==> src/rtl/bp_me_mem_arb_pkg.sv <==
// bp_me_mem_arb_pkg
//   Shared types for the memory-port arbiter slice.
//   - arb_state_e : command FSM state (IDLE / BURST)
//   - arb_tag_t   : requester index carried through the tag FIFO.
//                   It is sized for the largest legal num_req_p (8).
//   - arb_tag_next: round-robin successor of a requester index.
package bp_me_mem_arb_pkg;

    typedef enum logic [0:0] {
        E_IDLE  = 1'b0,
        E_BURST = 1'b1
    } arb_state_e;

    localparam int unsigned arb_max_req_lp   = 32'd8;
    localparam int unsigned arb_tag_width_lp = $clog2(arb_max_req_lp);

    typedef logic [arb_tag_width_lp-1:0] arb_tag_t;

    // Next requester after tag, wrapping at n requesters
    function automatic arb_tag_t arb_tag_next(input arb_tag_t tag, input int unsigned n);
        arb_tag_t nxt;
        if ((32'(tag) + 32'd1) >= n) begin
            nxt = '0;
        end else begin
            nxt = tag + arb_tag_t'(1);
        end
        return nxt;
    endfunction

endpackage

==> src/rtl/bp_me_mem_arb_chk.sv <==
// bp_me_mem_arb_chk
//   Simulation checker: flags a memory response arriving while no command
//   is outstanding (the response would have no destination).
//   Ports: clk_i, reset_i, mem_resp_v_i, fifo_empty_i.
module bp_me_mem_arb_chk (
    input logic clk_i,
    input logic reset_i,
    input logic mem_resp_v_i,
    input logic fifo_empty_i
);

    property p_no_orphan_resp;
        @(posedge clk_i) disable iff (!reset_i) !(mem_resp_v_i && fifo_empty_i);
    endproperty

    a_no_orphan_resp: assert property (p_no_orphan_resp)
        else $error("bp_me_mem_arb: memory response with no outstanding command");

endmodule

==> src/rtl/bp_me_mem_arb_tag_fifo.sv <==
// bp_me_mem_arb_tag_fifo
//   depth_p-entry FIFO of requester tags, one entry per memory command in
//   flight. The head tag names the requester owning the next response.
//   Ports: clk_i, reset_i (async, active-low), push_i/tag_i (enqueue),
//          pop_i (dequeue), head_o (oldest tag), full_o, empty_o.
//   A push while full or a pop while empty is ignored.
module bp_me_mem_arb_tag_fifo
    import bp_me_mem_arb_pkg::*;
#(
    parameter int depth_p = 4
)(
    input  logic     clk_i,
    input  logic     reset_i,
    input  logic     push_i,
    input  arb_tag_t tag_i,
    input  logic     pop_i,
    output arb_tag_t head_o,
    output logic     full_o,
    output logic     empty_o
);

    localparam int ptr_w_lp = (depth_p > 1) ? $clog2(depth_p) : 1;
    localparam int cnt_w_lp = $clog2(depth_p + 1);
    localparam logic [cnt_w_lp-1:0] depth_lp = cnt_w_lp'(depth_p);
    localparam logic [ptr_w_lp-1:0] last_lp  = ptr_w_lp'(depth_p - 1);

    arb_tag_t [depth_p-1:0] r_mem;
    logic [ptr_w_lp-1:0]    r_wptr;
    logic [ptr_w_lp-1:0]    r_rptr;
    logic [cnt_w_lp-1:0]    r_count;
    logic                   w_push;
    logic                   w_pop;

    assign full_o  = (r_count == depth_lp);
    assign empty_o = (r_count == cnt_w_lp'(0));
    assign head_o  = r_mem[r_rptr];
    assign w_push  = push_i & ~full_o;
    assign w_pop   = pop_i & ~empty_o;

    // Storage, pointers (explicit wrap) and occupancy
    always_ff @(posedge clk_i or negedge reset_i) begin
        if (!reset_i) begin
            r_mem   <= '0;
            r_wptr  <= '0;
            r_rptr  <= '0;
            r_count <= '0;
        end else begin
            if (w_push) begin
                r_mem[r_wptr] <= tag_i;
                r_wptr        <= (r_wptr == last_lp) ? ptr_w_lp'(0) : r_wptr + ptr_w_lp'(1);
            end
            if (w_pop) begin
                r_rptr <= (r_rptr == last_lp) ? ptr_w_lp'(0) : r_rptr + ptr_w_lp'(1);
            end
            case ({w_push, w_pop})
                2'b10:   r_count <= r_count + cnt_w_lp'(1);
                2'b01:   r_count <= r_count - cnt_w_lp'(1);
                default: r_count <= r_count;
            endcase
        end
    end

endmodule

==> src/rtl/bp_me_mem_arb.sv <==
// bp_me_mem_arb
//   Shares one BedRock memory port among num_req_p cache requesters.
//   Commands: round-robin grant in IDLE (zero-cycle), multi-beat bursts
//   locked to the winner in BURST. Each granted command pushes the
//   winner's index into a tag FIFO; in-order responses are routed to the
//   FIFO head and the tag is popped on the last response beat.
//   Ports: clk_i, reset_i (async, active-low);
//          req_cmd_*  : per-requester command streams in, ready out;
//          req_resp_* : broadcast response header/data, one-hot valid;
//          mem_cmd_*  : shared memory command stream out;
//          mem_resp_* : shared memory response stream in;
//          stat_o     : per-requester granted-command counts.
//   Option: BP_ME_MEM_ARB_STATS_EN enables the saturating stat_o counters;
//           otherwise stat_o is constant zero.
module bp_me_mem_arb
    import bp_me_mem_arb_pkg::*;
#(
    parameter int num_req_p      = 2,
    parameter int header_width_p = 64,
    parameter int data_width_p   = 64,
    parameter int outstanding_p  = 4
)(
    input  logic                                     clk_i,
    input  logic                                     reset_i,
    input  logic [num_req_p-1:0][header_width_p-1:0] req_cmd_header_i,
    input  logic [num_req_p-1:0][data_width_p-1:0]   req_cmd_data_i,
    input  logic [num_req_p-1:0]                     req_cmd_v_i,
    input  logic [num_req_p-1:0]                     req_cmd_last_i,
    output logic [num_req_p-1:0]                     req_cmd_ready_and_o,
    output logic [header_width_p-1:0]                req_resp_header_o,
    output logic [data_width_p-1:0]                  req_resp_data_o,
    output logic [num_req_p-1:0]                     req_resp_v_o,
    output logic                                     req_resp_last_o,
    input  logic [num_req_p-1:0]                     req_resp_ready_and_i,
    output logic [header_width_p-1:0]                mem_cmd_header_o,
    output logic [data_width_p-1:0]                  mem_cmd_data_o,
    output logic                                     mem_cmd_v_o,
    output logic                                     mem_cmd_last_o,
    input  logic                                     mem_cmd_ready_and_i,
    input  logic [header_width_p-1:0]                mem_resp_header_i,
    input  logic [data_width_p-1:0]                  mem_resp_data_i,
    input  logic                                     mem_resp_v_i,
    input  logic                                     mem_resp_last_i,
    output logic                                     mem_resp_ready_and_o,
    output logic [num_req_p-1:0][31:0]               stat_o
);

    arb_state_e                r_state;
    arb_tag_t                  r_owner;
    arb_tag_t                  r_rr;
    arb_tag_t                  w_pick;
    logic                      w_pick_v;
    arb_tag_t                  w_win;
    logic [num_req_p-1:0]      w_win_oh;
    logic                      w_gnt_v;
    logic [header_width_p-1:0] w_cmd_hdr;
    logic [data_width_p-1:0]   w_cmd_data;
    logic                      w_cmd_v;
    logic                      w_cmd_last;
    logic                      w_cmd_hs;
    logic                      w_push;
    logic                      w_pop;
    logic                      w_fifo_full;
    logic                      w_fifo_empty;
    arb_tag_t                  w_head;
    logic [num_req_p-1:0]      w_head_oh;
    logic                      w_resp_sel;

    // Round-robin pick: the valid requester closest at or after r_rr wins
    always_comb begin
        int w_best;
        int w_dist;
        w_best   = num_req_p;
        w_dist   = 0;
        w_pick   = '0;
        w_pick_v = 1'b0;
        for (int i = 0; i < num_req_p; i++) begin
            w_dist = (i + num_req_p - int'(r_rr)) % num_req_p;
            if (req_cmd_v_i[i] && (w_dist < w_best)) begin
                w_best   = w_dist;
                w_pick   = arb_tag_t'(i);
                w_pick_v = 1'b1;
            end else begin
                w_best   = w_best;
            end
        end
    end

    // A full FIFO only blocks new grants; an open burst already owns a slot
    assign w_win   = (r_state == E_BURST) ? r_owner : w_pick;
    assign w_gnt_v = reset_i & ((r_state == E_BURST) | (w_pick_v & ~w_fifo_full));

    // Route the winner's command stream to the memory port
    always_comb begin
        w_win_oh   = '0;
        w_cmd_hdr  = '0;
        w_cmd_data = '0;
        w_cmd_v    = 1'b0;
        w_cmd_last = 1'b0;
        for (int i = 0; i < num_req_p; i++) begin
            if (w_win == arb_tag_t'(i)) begin
                w_win_oh[i] = 1'b1;
                w_cmd_hdr   = req_cmd_header_i[i];
                w_cmd_data  = req_cmd_data_i[i];
                w_cmd_v     = req_cmd_v_i[i];
                w_cmd_last  = req_cmd_last_i[i];
            end else begin
                w_win_oh[i] = 1'b0;
            end
        end
    end

    assign mem_cmd_header_o    = w_cmd_hdr;
    assign mem_cmd_data_o      = w_cmd_data;
    assign mem_cmd_v_o         = w_gnt_v & w_cmd_v;
    assign mem_cmd_last_o      = w_gnt_v & w_cmd_last;
    assign req_cmd_ready_and_o = (w_gnt_v & mem_cmd_ready_and_i) ? w_win_oh : '0;
    assign w_cmd_hs            = mem_cmd_v_o & mem_cmd_ready_and_i;
    assign w_push              = w_cmd_hs & (r_state == E_IDLE);

    // Command FSM: burst lock and round-robin pointer advance
    always_ff @(posedge clk_i or negedge reset_i) begin
        if (!reset_i) begin
            r_state <= E_IDLE;
            r_owner <= '0;
            r_rr    <= '0;
        end else begin
            case (r_state)
                E_IDLE: begin
                    if (w_cmd_hs && mem_cmd_last_o) begin
                        r_rr <= arb_tag_next(w_win, num_req_p);
                    end else if (w_cmd_hs) begin
                        r_state <= E_BURST;
                        r_owner <= w_win;
                    end
                end
                E_BURST: begin
                    if (w_cmd_hs && mem_cmd_last_o) begin
                        r_state <= E_IDLE;
                        r_rr    <= arb_tag_next(r_owner, num_req_p);
                    end
                end
                default: r_state <= E_IDLE;
            endcase
        end
    end

    bp_me_mem_arb_tag_fifo #(
        .depth_p (outstanding_p)
    ) u_tag_fifo (
        .clk_i   (clk_i),
        .reset_i (reset_i),
        .push_i  (w_push),
        .tag_i   (w_win),
        .pop_i   (w_pop),
        .head_o  (w_head),
        .full_o  (w_fifo_full),
        .empty_o (w_fifo_empty)
    );

    bp_me_mem_arb_chk u_chk (
        .clk_i        (clk_i),
        .reset_i      (reset_i),
        .mem_resp_v_i (mem_resp_v_i),
        .fifo_empty_i (w_fifo_empty)
    );

    // Decode the FIFO head into a one-hot response destination
    always_comb begin
        w_head_oh = '0;
        for (int i = 0; i < num_req_p; i++) begin
            if (w_head == arb_tag_t'(i)) begin
                w_head_oh[i] = 1'b1;
            end else begin
                w_head_oh[i] = 1'b0;
            end
        end
    end

    // With no outstanding tag the response is neither routed nor accepted
    assign w_resp_sel           = reset_i & ~w_fifo_empty;
    assign req_resp_header_o    = mem_resp_header_i;
    assign req_resp_data_o      = mem_resp_data_i;
    assign req_resp_last_o      = mem_resp_last_i;
    assign req_resp_v_o         = (w_resp_sel & mem_resp_v_i) ? w_head_oh : '0;
    assign mem_resp_ready_and_o = w_resp_sel & (|(req_resp_ready_and_i & w_head_oh));
    assign w_pop                = mem_resp_v_i & mem_resp_ready_and_o & mem_resp_last_i;

`ifdef BP_ME_MEM_ARB_STATS_EN
    logic [num_req_p-1:0][31:0] r_stat;

    // Saturating count of first-beat grants per requester
    always_ff @(posedge clk_i or negedge reset_i) begin
        if (!reset_i) begin
            r_stat <= '0;
        end else begin
            for (int i = 0; i < num_req_p; i++) begin
                if (w_push && w_win_oh[i] && (r_stat[i] != 32'hFFFF_FFFF)) begin
                    r_stat[i] <= r_stat[i] + 32'd1;
                end
            end
        end
    end

    assign stat_o = r_stat;
`else
    assign stat_o = '0;
`endif

endmodule

==> config.mk <==
export PLATFORM = sky130hd
export DESIGN_NAME = bp_me_mem_arb
export DESIGN_NICKNAME = d
export VERILOG_FILES = /design/src/rtl/bp_me_mem_arb_pkg.sv /design/src/rtl/bp_me_mem_arb_chk.sv /design/src/rtl/bp_me_mem_arb_tag_fifo.sv /design/src/rtl/bp_me_mem_arb.sv
export SDC_FILE = /design/constraint.sdc
export NUM_CORES = 1
export LEC_CHECK = 0
export BUFFER_PORTS_ARGS = -buffer_cell sky130_fd_sc_hd__clkbuf_2
export CORE_AREA = 2 2 282 284
export DETAILED_ROUTE_END_ITERATION = 16
export DIE_AREA = 0 0 284 286
export PLACE_DENSITY = 0.3
export SLEW_MARGIN = 0
export SYNTH_ARGS = -nofsm -noshare
export SYNTH_HDL_FRONTEND = slang
export SYNTH_SLANG_ARGS = --single-unit
==> constraint.sdc <==
create_clock -name clk_i -period 7.35 [get_ports clk_i]
set_input_delay 0 -clock clk_i [delete_from_list [all_inputs] [get_ports clk_i]]
set_output_delay 0 -clock clk_i [all_outputs]
set_load 0.1 [all_outputs]
* Yosys cells after proc, flatten, opt, wreduce, memory -nomap -nowiden
Index checks and enable logic that the tools add are counted.
Storage, ports and cells: flip-flop bits (word level) 26, input bits 395
Cells by class: $add $sub $neg 10, magnitude comparators 7, eq/ne operators 9, multiplexer cells 36, bitwise gates (word level) 22, reduce and logical (&&, ||, !) cells 11
Operator list (count):
- 64-bit 2-to-1 mux | 4
- 2-bit by 32-bit < comparator with 1-bit output | 1
- 32-bit 2-to-1 mux | 1
- 3-bit 2-to-1 mux | 7
- 1-bit bitwise AND | 16
- 1-bit 2-to-1 mux | 14
- 12-bit bitwise mux | 1
- 3-bit one-hot mux with 2 select lines | 2
- 3-bit by 1-bit adder with 3-bit output (second input constant) | 3
- 3-bit zero test | 3
- 2-bit by 3-bit < comparator with 1-bit output (second input constant) | 3
- 3-bit by 1-bit adder with 4-bit output (second input constant) | 2
- 4-bit by 2-bit greater-or-equal comparator with 1-bit output (second input constant) | 2
- 2-bit 2-to-1 mux | 4
- 2-bit by 3-bit subtractor with 4-bit output (first input constant) | 2
- 3-bit binary-select mux with 2-bit select | 1
- 3-bit demux with 2-bit select | 1
- 2-bit == test (second input constant) | 3
- 3-bit by 1-bit == test with 1-bit output (second input constant) | 2
- 2-bit by 1-bit adder with 2-bit output (second input constant) | 2
- 1-bit logical AND | 4
- 2-bit by 1-bit inequality test with 1-bit output (second input constant) | 2
- 1-bit NOT | 4
- 3-bit == test (second input constant) | 1
- other kinds (10) | 10

* Logic depth before layout (Yosys ltp)
depth in word-level cells 18, mapped depth 18, gate-level depth less buffers 18

* Cells and area by module
A second synthesis with hierarchy kept.
Unflattened totals: cells, all modules 494, area total of the unflattened synthesis 4321.6 um^2
By module, submodules not included:
- bp_me_mem_arb | times used 1, cells an instance 424, area an instance 3364.5 um^2
- bp_me_mem_arb_tag_fifo | times used 1, cells an instance 70, area an instance 957.2 um^2

* Least setup slack after synthesis
OpenSTA, ideal clock, no wires.
kind register to register, from reg r_rr[2], to reg u_tag_fifo.r_count[2], library setup time 0.079 ns, arrival time 3.221 ns, data required time 7.271 ns, path slack 4.050 ns, stages on the path, launching flop included 19, buffers on the path 0, period minus slack after synthesis 3.300 ns, cells stage by stage dfrtp_1 o21ai_0 and2_1 ha_1 nor2_1 o21ai_0 a21oi_1 a21o_1 ha_1 nand3b_1 a21oi_1 and3_4 inv_1 ha_1 inv_1 fa_1 xor2_1 nor2_1 xor2_1
On the way: cells in the longest elaborated chain, start to end 18
RTL lines:
- from (decl) | RTL line bp_me_mem_arb.sv:50 | arb_tag_t r_rr;
- from (signal assigned) | RTL line bp_me_mem_arb.sv:131 | r_rr <= arb_tag_next(w_win, num_req_p);
- from (signal assigned) | RTL line bp_me_mem_arb.sv:140 | r_rr <= arb_tag_next(r_owner, num_req_p);
- 2-bit by 3-bit subtractor with 4-bit output | RTL line bp_me_mem_arb.sv:78 | w_dist = (i + num_req_p - int'(r_rr)) % num_req_p;
- 1-bit bitwise AND (no source line)
- 2-bit by 3-bit < comparator with 1-bit output | RTL line bp_me_mem_arb.sv:79 | if (req_cmd_v_i[i] && (w_dist < w_best)) begin
- 1-bit logical AND | RTL line bp_me_mem_arb.sv:79
- 32-bit 2-to-1 mux | RTL line bp_me_mem_arb.sv:79
- 2-bit by 32-bit < comparator with 1-bit output * | RTL line bp_me_mem_arb.sv:79
- 1-bit logical AND * | RTL line bp_me_mem_arb.sv:79
- 1-bit 2-to-1 mux * | RTL line bp_me_mem_arb.sv:79
- (+1 left out)
- net u_tag_fifo.tag_i[0] | RTL line bp_me_mem_arb_tag_fifo.sv:15 | input arb_tag_t tag_i,
- (+1 left out)
- 1-bit 2-to-1 mux | RTL line bp_me_mem_arb.sv:101 | if (w_win == arb_tag_t'(i)) begin
- 1-bit 2-to-1 mux * | RTL line bp_me_mem_arb.sv:101
- 1-bit bitwise AND * | RTL line bp_me_mem_arb.sv:115 | assign mem_cmd_v_o = w_gnt_v & w_cmd_v;
- 1-bit bitwise AND * | RTL line bp_me_mem_arb.sv:118 | assign w_cmd_hs = mem_cmd_v_o & mem_cmd_ready_and_i;
- 1-bit bitwise AND * | RTL line bp_me_mem_arb.sv:119 | assign w_push = w_cmd_hs & (r_state == E_IDLE);
- 1-bit bitwise AND * | RTL line bp_me_mem_arb_tag_fifo.sv:37 | assign w_push = push_i & ~full_o;
- 2-bit by 1-bit == test with 1-bit output or 2-bit == test (tied branches) | RTL line bp_me_mem_arb_tag_fifo.sv:55 | case ({w_push, w_pop})
- 3-bit one-hot mux with 2 select lines or 2-bit nonzero test (tied branches)
- to (signal assigned) | RTL line bp_me_mem_arb_tag_fifo.sv:56 | 2'b10: r_count <= r_count + cnt_w_lp'(1);
- to (signal assigned) | RTL line bp_me_mem_arb_tag_fifo.sv:57 | 2'b01: r_count <= r_count - cnt_w_lp'(1);
- to (signal assigned) | RTL line bp_me_mem_arb_tag_fifo.sv:58 | default: r_count <= r_count;
- to (decl) | RTL line bp_me_mem_arb_tag_fifo.sv:30 | logic [cnt_w_lp-1:0] r_count;
Mark *: on every way through the listed nets, which the timed path passes. The rest lies on a longest branch. A chain may end at the register's enable or synchronous reset.

* Final worst setup path
from reg r_rr[2], to out mem_cmd_data_o[3]
On the way: cells in the longest elaborated chain, start to end 12
RTL lines:
- 2-bit by 3-bit subtractor with 4-bit output | RTL line bp_me_mem_arb.sv:78
- 1-bit bitwise AND (no source line)
- 2-bit by 3-bit < comparator with 1-bit output | RTL line bp_me_mem_arb.sv:79
- 1-bit logical AND | RTL line bp_me_mem_arb.sv:79
- 32-bit 2-to-1 mux | RTL line bp_me_mem_arb.sv:79
- 2-bit by 32-bit < comparator with 1-bit output * | RTL line bp_me_mem_arb.sv:79
- 1-bit logical AND * | RTL line bp_me_mem_arb.sv:79
- 1-bit 2-to-1 mux * | RTL line bp_me_mem_arb.sv:79
- 3-bit 2-to-1 mux * | RTL line bp_me_mem_arb.sv:90 | assign w_win = (r_state == E_BURST) ? r_owner : w_pick;
- net u_tag_fifo.tag_i[0] | RTL line bp_me_mem_arb_tag_fifo.sv:15
- 3-bit zero test | RTL line bp_me_mem_arb.sv:101
- 64-bit 2-to-1 mux | RTL line bp_me_mem_arb.sv:101
- 64-bit 2-to-1 mux * | RTL line bp_me_mem_arb.sv:101
- to (decl) | RTL line bp_me_mem_arb.sv:36 | output logic [data_width_p-1:0] mem_cmd_data_o,
Marked as above.

==> run_results.csv <==
group,metric,value,unit
run_status,outcome,"complete, no violations",
yosys,ys_ff_latch,26,
clocking,clkLatencyLatePin,270,ps
placement,dpl.hpwl,17500,um
yosys,ys_types,45,
route,wl_per_cell,11.4,um
clocking,cts_tree,"done",
global_route,grt_pass1_wl,27700,um
global_route,grt_pass1_vias,4467,
yosys,synth_top_flop_cell,"dfrtp_1",
critical_path,r2r.worst_path.cells,18,
clocking,htreeDepth,1,
global_route,track_usage,0.0450,
die,start_util,0.0551,
die,num_rows,103,
route,wl,20500,um
critical_path,end_kind,"output port",
min_path,min_to,"req_resp_data_o[12]",
sta,fin_setup_tns,0,ps
sta,max_freq,0.243,GHz
clocking,cts_sinks,26,
die,die_h,286,um
cells_and_area,seq_area,651,um^2
sta,fin_crit,4110,ps
global_route,antenna_found_initial,1,
yosys,yosys-top-cells-count,"buf_4, a22o_1, buf_2, dfrtp_1, nor2_1",
cells_and_area,fill_cells,9242,
yosys,synth_edf_count,0,
clocking,cts_buffers,3,
yosys,synth_seq_area_share,0.151,
route,vias,4584,
route,drtPass1Iterations,4,
die,io_pins,723,
yosys,synth.avg_cell_area,8.59,um^2
route,drtIter0Drc,109,
global_route,overflow,0,
critical_path,r2r-end,"u_tag_fifo.r_count[2]$_DFFE_PN0P_",
sta,whs,0.0386,ps
critical_path,critPathArrivalTime,4110,ps
yosys,synth_cells,502,
critical_path,crit_path_start_kind,"flop",
cells_and_area,multi_input_area,0.00228,mm^2
min_path,hold_class,"primary input to output port",
yosys,synth.most_common_cell,"buf_4",
clocking,postCtsSetupRepairBufs,0,
global_route,grt_max_degree,79,
cells_and_area,drive_above_1_share,0.572,
critical_path,cp.required,7350,ps
clocking,clk_pin_slew,70,ps
min_path,hp-start,"mem_resp_data_i[12]",
clocking,clockBufferDepth,2,
die,die_area,0.0812,mm^2
cells_and_area,finalNetCount,1162,
yosys,synth_area_leaders,"buf_4, a22o_1, dfrtp_1, ha_1, buf_2",
placement,place_congestion,0.809,
critical_path,reg2reg_setup_slack,3520,ps
yosys,yosys.area.top_type_share,0.336,
sta,fin_skew,3.78,ps
sta,slew_violations,0,
sta,period_share,0.559,
yosys,syn_area,0.00431,mm^2
cells_and_area,syn_to_final_growth,49.4,%
critical_path,worstPathMaxFanout,51,
sta,rsz0062_at_grt,"false",
route,drc,0,
sta,hold_viol_final,0,
placement,port_buffers,402,
critical_path,path_class,"flop to output port",
route,drtAntennaViolNets,0,
sta,max_slew_margin,0.403,
yosys,synthArstFlopShare,1.00,
clocking,cts-root-buf,"clkbuf_16",
die,core_area,0.0784,mm^2
yosys,yosysWarnings,0,
sta,worst_slew_pin_slew,895,ps
min_path,whs_path_depth,0,
route,viasPerCell,2.54,
die,die_x,284,um
job,maxCapViolCount,0,
critical_path,r2r-start,"r_rr[2]$_DFFE_PN0P_",
yosys,synth_top_cell_by_area,"buf_4",
sta,setup_viol,0,
==> kinds of logic after synthesis <==
kind of cell,Yosys count,synth area share
mux,15,0.0476
compound gates,149,0.294
fa+ha+maj,12,0.0365
other cells,1,0.000869
xor+xnor,3,0.00609
flops,26,0.151
simple gates,63,0.0864
buf+inv,233,0.378
==> repair_timing <==
action,in CTS,in global routing
gates resized for setup,0,0
hold buffers,1,0
endpoints found under the hold margin,26,0
==> layout make-up <==
cell class	count	area share
tap	1050	0.204
timing repair buffer	408	0.319
multi-input combinational	306	0.353
antenna	1	0.000388
clock buffer	3	0.0116
sequential	26	0.101
inverter	10	0.00582
clock inverter	1	0.00466
==> layout by cell type, fill, tap and decap left out, types with 3 or more instances in the layout <==
master,instances
and2_1,11
a22o_1,129
mux2_2,8
dfrtp_1,26
inv_1,10
nand2b_1,3
nand2_1,9
clkbuf_16,3
and3_1,4
nand3b_1,3
mux2_4,3
buf_4,5
o21ai_0,4
clkbuf_2,402
a21boi_0,3
nor2b_1,3
a21oi_1,4
nor2_1,13
nand4_1,6
ha_1,11
conb_1,64
==> metrics by stage <==
stage	util	area [um^2]	setup slack [ps]	cells
2_1_floorplan	-	4550	4050	565
3_3_place_gp	0.0808	6330	3550	1799
3_5_place_dp	0.0808	6330	3520	1799
4_1_cts	0.0823	6440	3240	1804
5_1_grt	0.0823	6450	2890	1805
6_report	0.0823	6450	3240	1805
==> layer usage <==
metal	wire length (um)	up-vias	track usage
met4	1770	4	0.0374
met1	6790	2046	0.0451
met2	9410	377	0.0730
li1	-	2065	-
met3	2370	92	0.0168
met5	168	-	0.0151
==> flip-flops by register name, indices dropped and copies added (netlist names) <==
| register | cells |
|---|---|
| r_state | 1 |
| r_rr | 3 |
| r_owner | 3 |
| u_tag_fifo.r_rptr | 2 |
| u_tag_fifo.r_mem | 12 |
| u_tag_fifo.r_count | 3 |
| u_tag_fifo.r_wptr | 2 |
==> worst max-delay path by stage <==
stage / startpoint / slack, ps / endpoint / cells past startpoint
4_1_cts: r_rr[2]$_DFFE_PN0P_ / 3240 / mem_cmd_data_o[3] / 12
3_3_place_gp: r_rr[2]$_DFFE_PN0P_ / 3550 / u_tag_fifo.r_count[2]$_DFFE_PN0P_ / 18
3_5_place_dp: r_rr[2]$_DFFE_PN0P_ / 3520 / u_tag_fifo.r_count[2]$_DFFE_PN0P_ / 18
5_1_grt: r_rr[2]$_DFFE_PN0P_ / 2890 / mem_cmd_header_o[57] / 12
2_1_floorplan: r_rr[2]$_DFFE_PN0P_ / 4050 / u_tag_fifo.r_count[2]$_DFFE_PN0P_ / 18
6_report: r_rr[2]$_DFFE_PN0P_ / 3240 / mem_cmd_data_o[3] / 12
==> critical path: stages, from the launching register on <==
cell and delay, ps:
dfrtp_1 430, o21ai_0 100, and2_1 160, ha_1 280
nor2_1 210, o21ai_0 140, a21oi_1 410, a21o_1 140
ha_1 280, and2_4 190, buf_4 500, a22o_1 380
clkbuf_2 520
Power is not shown: default switching activity piles up to over one toggle a cycle in this logic, so the estimate is an artifact.
